## src/rtl/ysyx_22051013_icache_ctrl.sv

```systemverilog
// Controller FSM for a direct-mapped instruction cache.
// Sequences a 1-cycle synchronous tag RAM ({valid, tag}) and a matching data RAM,
// performs lookups for fetch requests, refills misses over a valid/ready memory
// port, and sweeps every valid bit to 0 after reset and on fence_i.
// Optional macro YSYX_22051013_ICACHE_PERF_CNT_EN adds hit_cnt / miss_cnt outputs.
module ysyx_22051013_icache_ctrl #(
  parameter int SETS  = 32,
  parameter int TAG_W = 24
) (
  input  logic                     clk,
  input  logic                     rst_n,
  input  logic                     fence_i,
  input  logic                     cpu_req_valid,
  input  logic [31:0]              cpu_req_addr,
  output logic                     cpu_req_ready,
  output logic                     cpu_resp_valid,
  output logic [63:0]              cpu_resp_data,
  output logic [$clog2(SETS)-1:0]  tag_addr,
  output logic [TAG_W:0]           tag_wdata,
  output logic                     tag_we,
  input  logic [TAG_W-1:0]         tag_rdata,
  input  logic                     tag_valid,
  output logic [$clog2(SETS)-1:0]  data_addr,
  output logic [63:0]              data_wdata,
  output logic                     data_we,
  input  logic [63:0]              data_rdata,
  output logic                     mem_req_valid,
  output logic [31:0]              mem_req_addr,
  input  logic                     mem_req_ready,
  input  logic                     mem_resp_valid,
  input  logic [63:0]              mem_resp_data
`ifdef YSYX_22051013_ICACHE_PERF_CNT_EN
  ,
  output logic [31:0]              hit_cnt,
  output logic [31:0]              miss_cnt
`endif
);

  localparam int IDX_W = $clog2(SETS);
  localparam int IDX_LO = 3;
  localparam int IDX_HI = IDX_LO + IDX_W - 1;
  localparam int TAG_LO = 32 - TAG_W;

  typedef enum logic [2:0] {
    INVAL     = 3'd0,
    IDLE      = 3'd1,
    LOOKUP    = 3'd2,
    MISS_REQ  = 3'd3,
    MISS_WAIT = 3'd4
  } state_t;

  state_t           state;
  logic [IDX_W-1:0] cnt;
  logic [31:0]      addr_q;
  logic             fence_pend;
  logic             hit;

  // Byte offset within the line never matters to the controller.
  logic unused_offset;
  assign unused_offset = ^addr_q[2:0];

  assign hit       = tag_valid && (tag_rdata == addr_q[31:TAG_LO]);
  assign data_addr = tag_addr;

  // Output decode; everything is held at 0 while reset is asserted.
  always_comb begin
    cpu_req_ready  = 1'b0;
    cpu_resp_valid = 1'b0;
    cpu_resp_data  = '0;
    tag_addr       = '0;
    tag_wdata      = '0;
    tag_we         = 1'b0;
    data_wdata     = '0;
    data_we        = 1'b0;
    mem_req_valid  = 1'b0;
    mem_req_addr   = '0;
    if (rst_n) begin
      case (state)
        INVAL: begin
          tag_addr = cnt;
          tag_we   = 1'b1;
        end
        IDLE: begin
          cpu_req_ready = !(fence_pend || fence_i);
          tag_addr      = cpu_req_addr[IDX_HI:IDX_LO];
        end
        LOOKUP: begin
          tag_addr = addr_q[IDX_HI:IDX_LO];
          if (hit) begin
            cpu_resp_valid = 1'b1;
            cpu_resp_data  = data_rdata;
          end
        end
        MISS_REQ: begin
          tag_addr      = addr_q[IDX_HI:IDX_LO];
          mem_req_valid = 1'b1;
          mem_req_addr  = {addr_q[31:3], 3'b000};
        end
        MISS_WAIT: begin
          tag_addr = addr_q[IDX_HI:IDX_LO];
          if (mem_resp_valid) begin
            tag_we         = 1'b1;
            tag_wdata      = {1'b1, addr_q[31:TAG_LO]};
            data_we        = 1'b1;
            data_wdata     = mem_resp_data;
            cpu_resp_valid = 1'b1;
            cpu_resp_data  = mem_resp_data;
          end
        end
        default: ;
      endcase
    end
  end

  // State, sweep counter, captured address, deferred fence and perf counters.
  always_ff @(posedge clk or negedge rst_n) begin
    if (!rst_n) begin
      state      <= INVAL;
      cnt        <= '0;
      addr_q     <= '0;
      fence_pend <= 1'b0;
`ifdef YSYX_22051013_ICACHE_PERF_CNT_EN
      hit_cnt    <= '0;
      miss_cnt   <= '0;
`endif
    end else begin
      case (state)
        INVAL: begin
          // fence_i here is redundant: the sweep already clears everything.
          fence_pend <= 1'b0;
          cnt        <= cnt + 1'b1;
          if (cnt == IDX_W'(SETS - 1)) state <= IDLE;
        end
        IDLE: begin
          if (fence_pend || fence_i) begin
            state      <= INVAL;
            cnt        <= '0;
            fence_pend <= 1'b0;
          end else if (cpu_req_valid) begin
            addr_q <= cpu_req_addr;
            state  <= LOOKUP;
          end
        end
        LOOKUP: begin
          if (fence_i) fence_pend <= 1'b1;
          if (hit) begin
            state <= IDLE;
`ifdef YSYX_22051013_ICACHE_PERF_CNT_EN
            hit_cnt <= hit_cnt + 32'd1;
`endif
          end else begin
            state <= MISS_REQ;
`ifdef YSYX_22051013_ICACHE_PERF_CNT_EN
            miss_cnt <= miss_cnt + 32'd1;
`endif
          end
        end
        MISS_REQ: begin
          if (fence_i) fence_pend <= 1'b1;
          if (mem_req_ready) state <= MISS_WAIT;
        end
        MISS_WAIT: begin
          if (fence_i) fence_pend <= 1'b1;
          if (mem_resp_valid) state <= IDLE;
        end
        default: state <= INVAL;
      endcase
    end
  end

endmodule

```

## config.mk

```make
export PLATFORM = sky130hd
export DESIGN_NAME = ysyx_22051013_icache_ctrl
export DESIGN_NICKNAME = d
export VERILOG_FILES = /design/src/rtl/ysyx_22051013_icache_ctrl.sv
export SDC_FILE = /design/constraint.sdc
export NUM_CORES = 1
export LEC_CHECK = 0
export ABC_AREA = 1
export ABC_CLOCK_PERIOD_IN_PS = 3610
export CAP_MARGIN = 40
export CORE_AREA = 2 2 151 153
export CTS_CLUSTER_SIZE = 10
export DETAILED_ROUTE_END_ITERATION = 10
export DIE_AREA = 0 0 153 155
export GPL_ROUTABILITY_DRIVEN = 0
export PLACE_DENSITY = 0.57
export REMOVE_ABC_BUFFERS = 1
export SKIP_CTS_REPAIR_TIMING = 1
export SYNTH_ARGS = -nofsm -noshare
export SYNTH_HDL_FRONTEND = slang
export SYNTH_SLANG_ARGS = --single-unit
```

## constraint.sdc

```tcl
create_clock -name clk -period 3.61 [get_ports clk]
set_clock_uncertainty 0.1 [all_clocks]
set_input_delay 0.5415 -clock clk [delete_from_list [all_inputs] [get_ports clk]]
set_output_delay 0.5415 -clock clk [all_outputs]
set_load 0.05 [all_outputs]
```

## After elaboration in Yosys (flattened, before gate mapping)

Cells that the tools add are included.
W data, S select, Z words.

| cells by class | value |
|---|---|
| eq/ne operators | 12 |
| reductions and logical operators | 11 |
| multiplexer cells | 37 |
| bitwise logic cells | 1 |
| add/sub/neg operators | 1 |

Operators with widths:

| cell | number |
|---|---|
| $mux W64 | 5 |
| $pmux W64 S2 | 1 |
| $mux W25 | 3 |
| $mux W32 | 2 |
| $eq A24 B24 Y1 | 1 |
| $mux W3 | 5 |
| $pmux W3 S5 | 1 |
| $pmux W5 S3 | 1 |
| $mux W1 | 12 |
| $mux W5 | 2 |
| $pmux W5 S2 | 1 |
| $ne A2 B2 Y1 const B | 4 |
| $eq A3 B2 Y1 const B | 2 |
| $reduce_and A3 Y1 | 2 |
| $add A5 B1 Y5 const B | 1 |
| $eq A5 B5 Y1 const B | 1 |
| $pmux W1 S2 | 2 |
| $reduce_and A4 Y1 | 1 |
| $eq A3 B1 Y1 const B | 1 |
| $eq A3 B3 Y1 const B | 1 |
| $logic_not A3 Y1 | 1 |
| $ne A3 B3 Y1 const B | 1 |
| $pmux W1 S3 | 1 |
| $reduce_bool A3 Y1 | 1 |
| other kinds (9) | 9 |

| word-level totals | value |
|---|---|
| bits in registers | 41 |
| logic and storage cells | 66 |
| bits of input ports | 191 |
| output and inout port bits | 200 |

## Logic depth before layout (Yosys ltp)

Gate-level depths: netlist (run 1).

| depth | value |
|---|---|
| depth in word-level cells | 5 |
| mapped depth | 12 |
| mapped depth without buffers | 11 |

## Least setup slack after synthesis (run 1)

No wires, ideal clock.

| path | value |
|---|---|
| path kind | flip-flop to output port |
| start point | reg state[0] |
| end point | out tag_wdata[10] |
| cell stages (with the launch flop) | 7 |
| arrival | 2.587 ns |
| data required time | 2.968 ns |
| path slack | 0.382 ns |
| path buffers | 1 |
| path through | dfrtp_1 nor2_1 nand3_1 nor2_1 inv_1 buf_2 nor2_1 |

| on the way | value |
|---|---|
| word-level cells in the longest chain between the ends | 3 |

RTL lines:

| element | RTL line | RTL |
|---|---|---|
| from (decl) | 52 | `state_t state;` |
| from (signal assigned) | 118 | `state <= INVAL;` |
| from (signal assigned) | 132 | `if (cnt == IDX_W'(SETS - 1)) state <= IDLE;` |
| from (signal assigned) | 136 | `state <= INVAL;` |
| $eq A3 B3 Y1 | 78 | `case (state)` |
| $mux W25 | 78 |  |
| $mux W25 | 77 | `if (rst_n) begin` |
| to (decl) | 19 | `output logic [TAG_W:0] tag_wdata,` |

Every way passes these cells.

## Worst setup path after layout (run 1)

| path | value |
|---|---|
| start point | in tag_rdata[13] |
| end point | out cpu_resp_data[14] |

| on the way | value |
|---|---|
| word-level cells in the longest chain between the ends | 5 |

RTL lines:

| element | RTL line | RTL |
|---|---|---|
| from (decl) | 21 | `input logic [TAG_W-1:0] tag_rdata,` |
| $eq A24 B24 Y1 | 62 | `assign hit = tag_valid && (tag_rdata == addr_q[31:TAG_LO]);` |
| $logic_and A1 B1 Y1 | 62 |  |
| $mux W64 | 89 | `if (hit) begin` |
| $pmux W64 S2 | 78 |  |
| $mux W64 | 77 |  |
| to (decl) | 17 | `output logic [63:0] cpu_resp_data,` |

Every way passes these cells.

==> results.py, run 1 <==
metrics = {
    "drt": {
        "dr.pass1.iters": 5,
        "drc_errors": 0,
        "via_per_inst": 4.47,
        "antenna_left": 0,
        "routed_wl_um": 23200,
        "wire_per_inst_um": 17.3,
        "drt_iter0_markers": 343,
        "num_vias": 5978,
    },
    "global_route": {
        "overflow": 0,
        "grt_pass1_vias": 5691,
        "antenna_found_initial": 4,
        "grt_usage": 0.186,
        "grt_pass1_wl_um": 34400,
        "grt_max_degree": 78,
    },
    "worst_setup_path": {
        "start_kind": "primary input",
        "path_cells": "clkdlybuf4s50_1 -> inv_1 -> nand2_1 -> nand2_1 -> inv_2 -> nand2_1 -> nor2_1 -> nand2_1 -> nor2_4 -> buf_12 -> nand4_1 -> a21oi_1 -> buf_12",
        "critPathMaxFanout": 65,
        "cp_top_family": "buffers and inverters",
        "crit_arrival_ns": 2.62,
        "critical_path_class": "in2out",
        "slowest_stage": "clkdlybuf4s50_1",
        "end_kind": "output port",
        "cpMostUsedCell": "nand2_1",
        "required_ns": 2.97,
        "critPathMaxStageDelay_ns": 0.50,
        "path_buf_inv": 5,
    },
    "layout": {
        "final_util": 0.455,
        "finalNetCount": 1245,
        "final_common_cell": "buf_12",
        "final_cells": 1338,
        "area_growth_syn_to_layout_pct": 154,
        "num-fill-cells": 2171,
        "design_area_um2": 10100,
        "drive_gt1_frac": 0.238,
        "layout_common_cells": "202 x buf_12, 186 x clkdlybuf4s50_1, 174 x nor2_1, 153 x nand2_1, 95 x a21oi_1",
    },
    "clock_network": {
        "path_clk_slew_ns": 0.06,
        "cts.sinks": 38,
        "cts_buffers": 5,
        "root_buffer": "clkbuf_16",
        "cts_buffer_depth": 2,
        "worstSkewPairLatency_ns": 0.29,
        "cts_tree": "built",
        "h-tree-depth": 2,
    },
    "die": {
        "design.portCount": 391,
        "core_um2": 22200,
        "die_x_um": 153,
        "start_util": 0.179,
        "die-area_um2": 23700,
        "rows": 55,
        "fp.dieH_um": 155,
    },
    "logic_synthesis": {
        "synth_ff_type": "dfrtp_1",
        "synth_edf_count": 0,
        "ys_seq_elements": 38,
        "synthesis.area_um2": 3990,
        "ys_warn_count": 0,
        "async_flop_share": 1.00,
        "ys_types": 23,
        "syn_avg_cell_area_um2": 5.63,
        "synth_cells": 708,
        "ys_seq_area_frac": 0.238,
    },
    "placed_design": {
        "placed_area_um2": 9980,
        "portBuffers": 384,
        "pre_cts_ws_ns": 0.347,
        "dp_cells": 1330,
        "dpl.hpwl_um": 18900,
    },
    "status": {
        "outcome": "complete, no violations",
    },
    "timing": {
        "fmax_mhz": 307,
        "rsz0062_at_grt": "false",
        "final_max_slew_viol_count": 0,
        "relSlewSlack": 0.493,
        "worst-slew-pin-transition_ns": 0.761,
        "fin_ws_ns": 0.350,
        "finalSetupViolations": 0,
        "period_minus_slack_ns": 3.26,
        "tns_ns": 0,
        "period_share": 0.903,
        "hold_viol_final": 0,
    },
    "run": {
        "drv_cap": 0,
    },
    "min_path": {
        "hp-class": "in2async",
    },
    "power": {
        "power.density_nw_per_um2": 282,
        "ir_worst_vdd_mv": 0.415,
        "p_leak_uw": 0.00417,
    },
}
[worst reg2reg max path, delay by kind of cell (launching register included)]
family | cells | cell delay, ns
simple gates | 4 | 0.72
buf+inv | 2 | 0.46
flops | 1 | 0.41
compound gates | 1 | 0.05
[cells in the mapped netlist (all sizes together), types with 2 or more instances]
cell / n / share of area
dfrtp: 38 / 0.24
ha: 2 / 0.0063
inv: 74 / 0.070
nor2: 177 / 0.17
clkbuf: 19 / 0.018
buf: 43 / 0.075
xnor2: 4 / 0.0088
o22ai: 4 / 0.0063
nand2: 154 / 0.14
nand4: 65 / 0.10
o21ai: 11 / 0.014
nand3: 15 / 0.019
a21oi: 95 / 0.12
nor3: 3 / 0.0038
[metrics by stage]
step           hold slack, ns  power [µW]
6_report                0.274        2860
3_5_place_dp            0.375        2430
5_1_grt                 0.320        3080
4_1_cts                 0.293        2890
3_3_place_gp            0.372        2400
2_1_floorplan           0.146        1650
[routing by layer]
layer	GRT usage	share of wire	vias up
met5	0	0.00069	-
met4	0.0454	0.021	2
met3	0.0396	0.062	30
met2	0.325	0.51	256
met1	0.233	0.41	2727
li1	-	-	2963
[registers in the layout, summed over array words and instances (netlist names)]
| name | cells |
|---|---|
| addr_q | 29 |
| cnt | 5 |
| fence_pend | 1 |
| state | 3 |
[power breakdown]
group          internal [µW]  switching (µW)
combinational            701             972
sequential               615             129
clock                    267             174
[kinds of logic after synthesis]
kind of cell	synth area share
and+or+nand+nor	0.438
adders and majority gates	0.00627
buffers and inverters	0.162
xor gates and xnor gates	0.00878
AOI/OAI and AO/OA	0.145
DFF	0.238
other	0.000940
[cell type report]
cell class	instances	area [µm²]	share of cell area
Antenna cell	2	5.00	0.000495
Clock buffer	6	139	0.0137
Inverter	74	280	0.0277
Multi-Input combinational cell	536	2410	0.238
Sequential cell	38	951	0.0940
Tap cell	285	357	0.0352
Timing Repair Buffer	397	5980	0.591
[final timing paths]
path                                 startpoint                      to  slack, ns  depth (start not counted)
max                               tag_rdata[13]       cpu_resp_data[14]       0.35                         13
min                                       rst_n  addr_q[24]$_DFFE_PN0P_       0.27                          2
max reg2reg                state[2]$_DFFE_PN0P_  addr_q[18]$_DFFE_PN0P_       1.74                          7
min reg2reg                  cnt[2]$_DFFE_PN0P_      cnt[2]$_DFFE_PN0P_       0.38                          1
max in group asynchronous                 rst_n   addr_q[8]$_DFFE_PN0P_       2.78                          2
min in group clk             cnt[2]$_DFFE_PN0P_      cnt[2]$_DFFE_PN0P_       0.38                          1
No activity file was read; power rests on OpenSTA's default activity.
==> run 2, diff against run 1 <==
--- a/config.mk
+++ b/config.mk
@@ -8,12 +8,14 @@
 export ABC_AREA = 1
 export ABC_CLOCK_PERIOD_IN_PS = 3610
 export CAP_MARGIN = 40
-export CORE_AREA = 2 2 151 153
+export CORE_AREA = 2 2 150 152
 export CTS_CLUSTER_SIZE = 10
 export DETAILED_ROUTE_END_ITERATION = 10
-export DIE_AREA = 0 0 153 155
+export DIE_AREA = 0 0 152 154
+export DONT_BUFFER_PORTS = 1
 export GPL_ROUTABILITY_DRIVEN = 0
-export PLACE_DENSITY = 0.57
+export HOLD_SLACK_MARGIN = 0.03
+export PLACE_DENSITY = 0.34
 export REMOVE_ABC_BUFFERS = 1
 export SKIP_CTS_REPAIR_TIMING = 1
 export SYNTH_ARGS = -nofsm -noshare
==> run 2 against run 1 <==
  * Clock power grew 7.5%
  * Core utilization shrank 19 points
  * Die area shrank 1.3%
  * Count of clock-buffer cells in the layout is the same
  * Critical path type is now reg2out
  * Critical endpoint is now cpu_resp_data[35]
  * Highest routed layer is now met4
  * Largest cell class is now multi-input combinational cells
==> results.py, run 2 (synthesis gave the netlist of run 1 again) <==
metrics = {
    "global_route": {
        "overflow": 0,
        "antenna_found_initial": 1,
        "grt_pass1_vias": 4846,
        "grt_max_degree": 132,
        "grt_pass1_wl_um": 29800,
        "grt_usage": 0.161,
    },
    "layout": {
        "finalNetCount": 1052,
        "largest-register": "addr_q",
        "area_growth_syn_to_layout_pct": 44.9,
        "drive_gt1_frac": 0.291,
        "largest_reg_flops": 29,
        "layout_common_cells": "197 x buf_4, 168 x nor2_1, 153 x nand2_1, 95 x a21oi_1, 65 x nand4_1",
        "top_regs": "addr_q (29), cnt (5), state (3)",
        "final_common_cell": "buf_4",
    },
    "clock_network": {
        "cts.sinks": 38,
        "cts_tree": "built",
        "cts_buffers": 5,
        "h-tree-depth": 2,
        "root_buffer": "clkbuf_16",
        "worstSkewPairLatency_ns": 0.30,
        "path_clk_slew_ns": 0.06,
        "cts_buffer_depth": 2,
    },
    "timing": {
        "final_max_slew_viol_count": 0,
        "period_minus_slack_ns": 3.16,
        "finalSetupViolations": 0,
        "relSlewSlack": 0.611,
        "period_share": 0.875,
        "fmax_mhz": 317,
        "worst-slew-pin-transition_ns": 0.584,
        "holdWs_ns": 0.253,
        "rsz0062_at_grt": "false",
        "hold_viol_final": 0,
    },
    "power": {
        "ir_worst_vdd_mv": 0.417,
        "p_leak_uw": 0.00289,
        "power.total_uw": 2460,
        "power.density_nw_per_um2": 426,
    },
    "drt": {
        "wire_per_inst_um": 17.8,
        "dr.pass1.iters": 5,
        "drc_errors": 0,
        "antenna_left": 0,
        "num_vias": 5181,
        "via_per_inst": 4.54,
        "routed_wl_um": 20300,
        "drt_iter0_markers": 439,
    },
    "worst_setup_path": {
        "critPathMaxFanout": 25,
        "critical_path_class": "reg2out",
        "required_ns": 2.97,
        "end_kind": "output port",
        "cp.depth": 7,
        "cp_top_family": "buffers and inverters",
        "start_kind": "flip-flop",
        "slowest_stage": "dfrtp_1",
        "critPathMaxStageDelay_ns": 0.41,
        "path_buf_inv": 3,
        "worstRegToRegCells": 12,
        "path_cells": "nor2_1 -> nand3_1 -> inv_2 -> buf_4 -> nand2_1 -> a21oi_1 -> buf_4",
        "crit_arrival_ns": 2.52,
        "cpMostUsedCell": "buf_4",
    },
    "status": {
        "outcome": "complete, no violations",
    },
    "die": {
        "fp.dieH_um": 154,
        "start_util": 0.184,
        "rows": 54,
        "die_x_um": 152,
        "core_um2": 21700,
        "design.portCount": 391,
        "die-area_um2": 23400,
    },
    "run": {
        "drv_cap": 0,
    },
    "min_path": {
        "hold-path-cell-count": 1,
        "hp-class": "in2reg",
    },
    "placed_design": {
        "portBuffers": 0,
        "dpl.hpwl_um": 16300,
    },
}
## run 2: power by group
part	switching [µW]	total [µW]	internal (µW)
clock	200	475	274
sequential	130	745	614
combinational	897	1240	346
total	1230	2460	1230
## run 2: cell type report
type	count	area (µm²)
antenna	1	2.50
clock buffer	6	139
clock inverter	2	12.5
fill	2487	15900
inverter	74	280
multi-input combinational	536	2420
sequential	38	951
tap	280	350
timing repair buffer	204	1620
## run 2: final timing paths
| check | slack, ns | start | end |
|---|---|---|---|
| max | 0.45 | state[0]$_DFFE_PN0P_ | cpu_resp_data[35] |
| min | 0.25 | mem_resp_valid | state[2]$_DFFE_PN0P_ |
| max reg2reg | 1.43 | addr_q[27]$_DFFE_PN0P_ | state[1]$_DFFE_PN0P_ |
| min reg2reg | 0.38 | cnt[2]$_DFFE_PN0P_ | cnt[2]$_DFFE_PN0P_ |
| max in group asynchronous | 2.55 | rst_n | addr_q[6]$_DFFE_PN0P_ |
| min in group asynchronous | 0.65 | rst_n | addr_q[11]$_DFFE_PN0P_ |
## run 2: per-stage QoR
stage                     utilization  std cells  worst slack, ns  area [µm²]  TNS, ns
after CTS                       0.265       1138            0.389        5740        0
after global placement          0.255       1124            0.630        5530        0
final                           0.266       1141            0.453        5780        0
after global routing            0.266       1141            0.188        5780        0
after floorplan                     -        648            -1.16        3630   -43.95
after detailed placement        0.258       1130            0.636        5590        0
## run 2: layer usage
layer / wire [µm] / part of all wire / vias up / global-route usage
met5: 0 / 0 / - / 0
met1: 8280 / 0.41 / 2332 / 0.200
met2: 10100 / 0.50 / 255 / 0.275
met4: 403 / 0.020 / 0 / 0.0445
li1: - / - / 2576 / -
met3: 1570 / 0.077 / 18 / 0.0414
## run 2: worst register-to-register path: stages, from the launching register on
cell,delay [ns]
dfrtp_1,0.36
inv_2,0.07
nand2_1,0.06
nand2_1,0.04
nor2_1,0.14
nand3_1,0.13
nor2_4,0.44
buf_4,0.34
nand3_1,0.16
nand2_1,0.09
nand2_1,0.05
nand2_1,0.05
nand2_1,0.05
==> run 3, diff against run 2 <==
--- a/config.mk
+++ b/config.mk
@@ -6,7 +6,7 @@
 export NUM_CORES = 1
 export LEC_CHECK = 0
 export ABC_AREA = 1
-export ABC_CLOCK_PERIOD_IN_PS = 3610
+export ABC_CLOCK_PERIOD_IN_PS = 2700
 export CAP_MARGIN = 40
 export CORE_AREA = 2 2 150 152
 export CTS_CLUSTER_SIZE = 10
@@ -15,9 +15,10 @@
 export DONT_BUFFER_PORTS = 1
 export GPL_ROUTABILITY_DRIVEN = 0
 export HOLD_SLACK_MARGIN = 0.03
-export PLACE_DENSITY = 0.34
+export PLACE_DENSITY = 0.35
 export REMOVE_ABC_BUFFERS = 1
 export SKIP_CTS_REPAIR_TIMING = 1
+export SLEW_MARGIN = 25
 export SYNTH_ARGS = -nofsm -noshare
 export SYNTH_HDL_FRONTEND = slang
 export SYNTH_SLANG_ARGS = --single-unit
==> constraint.sdc (replaced) <==
create_clock -name clk -period 2.7 [get_ports clk]
set_clock_uncertainty 0.1 [all_clocks]
set_input_delay 0.405 -clock clk [delete_from_list [all_inputs] [get_ports clk]]
set_output_delay 0.405 -clock clk [all_outputs]
set_load 0.05 [all_outputs]
==> run 3 against run 2 <==
  * Sequential share of layout area decreased by 1.3 points
  * Power increased by 39%
  * Register-to-register slack got worse by 0.56 ns
  * Worst hold slack got worse by 0.13 ns
  * First-iteration DRC count decreased by 15%
  * Non-clock buffer count increased by 23
  * Die area unchanged
  * Via count increased by 3.0%
  * Largest cell class unchanged
==> results.py, run 3 (synthesis gave the netlist of run 1 again) <==
metrics = {
    "power": {
        "p_leak_uw": 0.00307,
        "p_int_uw": 1760,
        "clockPowerShare": 0.179,
        "p_comb_frac": 0.529,
        "p_switching_uw": 1670,
        "swShare": 0.488,
        "ir_worst_vdd_mv": 0.520,
        "power.density_nw_per_um2": 546,
        "seq_power_share": 0.292,
        "power.total_uw": 3430,
    },
    "timing": {
        "final_max_slew_viol_count": 0,
        "period_share": 0.979,
        "tns_ns": 0,
        "hold_viol_final": 0,
        "period_minus_slack_ns": 2.64,
        "finalSetupViolations": 0,
        "rsz0062_at_grt": "true",
        "fin_ws_ns": 0.0578,
        "fmax_mhz": 378,
        "relSlewSlack": 0.591,
        "worst-slew-pin-transition_ns": 0.613,
    },
    "global_route": {
        "grt_pass1_wl_um": 29100,
        "grt_pass1_vias": 4815,
        "grt_usage": 0.157,
        "overflow": 0,
        "antenna_found_initial": 2,
        "grt_max_degree": 129,
    },
    "layout": {
        "layout_common_cells": "192 x buf_4, 165 x nor2_1, 150 x nand2_1, 78 x a21oi_1, 65 x nand4_1",
        "largest_reg_flops": 29,
        "final_common_cell": "buf_4",
        "area_growth_syn_to_layout_pct": 57.5,
        "multi_input_area_um2": 2550,
        "finalNetCount": 1075,
        "largest-register": "addr_q",
        "ff_latch_area_um2": 951,
        "top_regs": "addr_q (29), cnt (5), state (3)",
        "drive_gt1_frac": 0.341,
        "final_util": 0.290,
        "num-fill-cells": 2458,
    },
    "worst_setup_path": {
        "slowest_stage": "dfrtp_1",
        "path_buf_inv": 3,
        "crit_arrival_ns": 2.14,
        "critical_path_class": "reg2out",
        "path_cells": "xnor2_2 -> nand2_1 -> nor2_2 -> nand2_2 -> nor2_4 -> buf_12 -> buf_8 -> nand4_1 -> a21oi_2 -> buf_6",
        "critPathMaxStageDelay_ns": 0.40,
        "critPathMaxFanout": 8,
        "cp_top_family": "simple AND/OR/NAND/NOR gates",
        "start_kind": "flip-flop",
        "required_ns": 2.19,
        "end_kind": "output port",
    },
    "die": {
        "fp.dieH_um": 154,
        "die_x_um": 152,
        "start_util": 0.184,
        "rows": 54,
        "core_um2": 21700,
        "design.portCount": 391,
        "die-area_um2": 23400,
    },
    "drt": {
        "antenna_left": 0,
        "drc_errors": 0,
        "routed_wl_um": 21100,
        "drt_iter0_markers": 375,
        "num_vias": 5334,
        "via_per_inst": 4.58,
        "wire_per_inst_um": 18.1,
        "dr.pass1.iters": 4,
    },
    "clock_network": {
        "cts_buffer_depth": 2,
        "cts_buffers": 5,
        "cts_tree": "built",
        "cts.sinks": 38,
        "worstSkewPairLatency_ns": 0.29,
        "path_clk_slew_ns": 0.06,
        "h-tree-depth": 2,
        "root_buffer": "clkbuf_16",
    },
    "status": {
        "outcome": "complete, no violations",
    },
    "placed_design": {
        "portBuffers": 0,
        "dpl.hpwl_um": 16100,
        "pre_cts_ws_ns": 0.250,
    },
    "run": {
        "drv_cap": 0,
    },
    "min_path": {
        "hp-class": "in2reg",
    },
}
==> run 3: changes by cell type in the layout (fill, tap and decap cells not counted), sizes merged <==
cell / change
inv: -2
clkbuf: +4
buf: +19
diode: +1
clkinv: +2
==> run 3: cell type report <==
type | instances | share of cell area
clock inverter | 2 | 0.00199
tap | 280 | 0.0558
antenna | 2 | 0.000797
timing repair buffer | 227 | 0.317
sequential | 38 | 0.151
multi-input combinational | 536 | 0.405
clock buffer | 6 | 0.0221
inverter | 74 | 0.0456
==> run 3: power groups by stage <==
stage	combinational, µW	clock, µW	sequential [µW]
floorplan	1240	0	972
global placement	1670	0	1010
finish	1820	613	1000
detailed placement	1680	0	1010
global route	2030	671	1040
CTS	1680	642	1000
==> run 3: metal layers <==
metal / global-route usage / share of wire / vias up
met5: 0 / 0 / -
met4: 0.0414 / 0.018 / 0
met3: 0.0330 / 0.070 / 15
met2: 0.273 / 0.51 / 248
met1: 0.196 / 0.40 / 2444
li1: - / - / 2627
==> run 3: metrics by stage <==
step,std cells,hold WS [ns],cell area [µm²]
floorplan,648,0.00941,3630
global placement,1134,0.0105,5650
CTS,1143,-0.306,5820
global route,1165,0.113,6280
detailed placement,1135,0.0105,5670
finish,1165,0.122,6280
==> run 3: worst register-to-register path, delay by kind of cell, from the launching register on <==
| kind | cells | cell delay, ns |
|---|---|---|
| DFF | 1 | 0.36 |
| buffers and inverters | 3 | 0.40 |
| and+or+nand+nor | 10 | 0.86 |
==> run 3: path summary, 6_finish.rpt <==
check,from,slack [ns],cells after the start,endpoint
setup / recovery,addr_q[14]$_DFFE_PN0P_,0.06,10,cpu_resp_data[11]
hold / removal,mem_resp_valid,0.12,1,state[2]$_DFFE_PN0P_
setup reg to reg,addr_q[20]$_DFFE_PN0P_,0.87,13,state[1]$_DFFE_PN0P_
hold reg to reg,cnt[2]$_DFFE_PN0P_,0.38,1,cnt[2]$_DFFE_PN0P_
max in group asynchronous,rst_n,1.78,2,state[1]$_DFFE_PN0P_
min in group asynchronous,rst_n,0.51,2,addr_q[8]$_DFFE_PN0P_
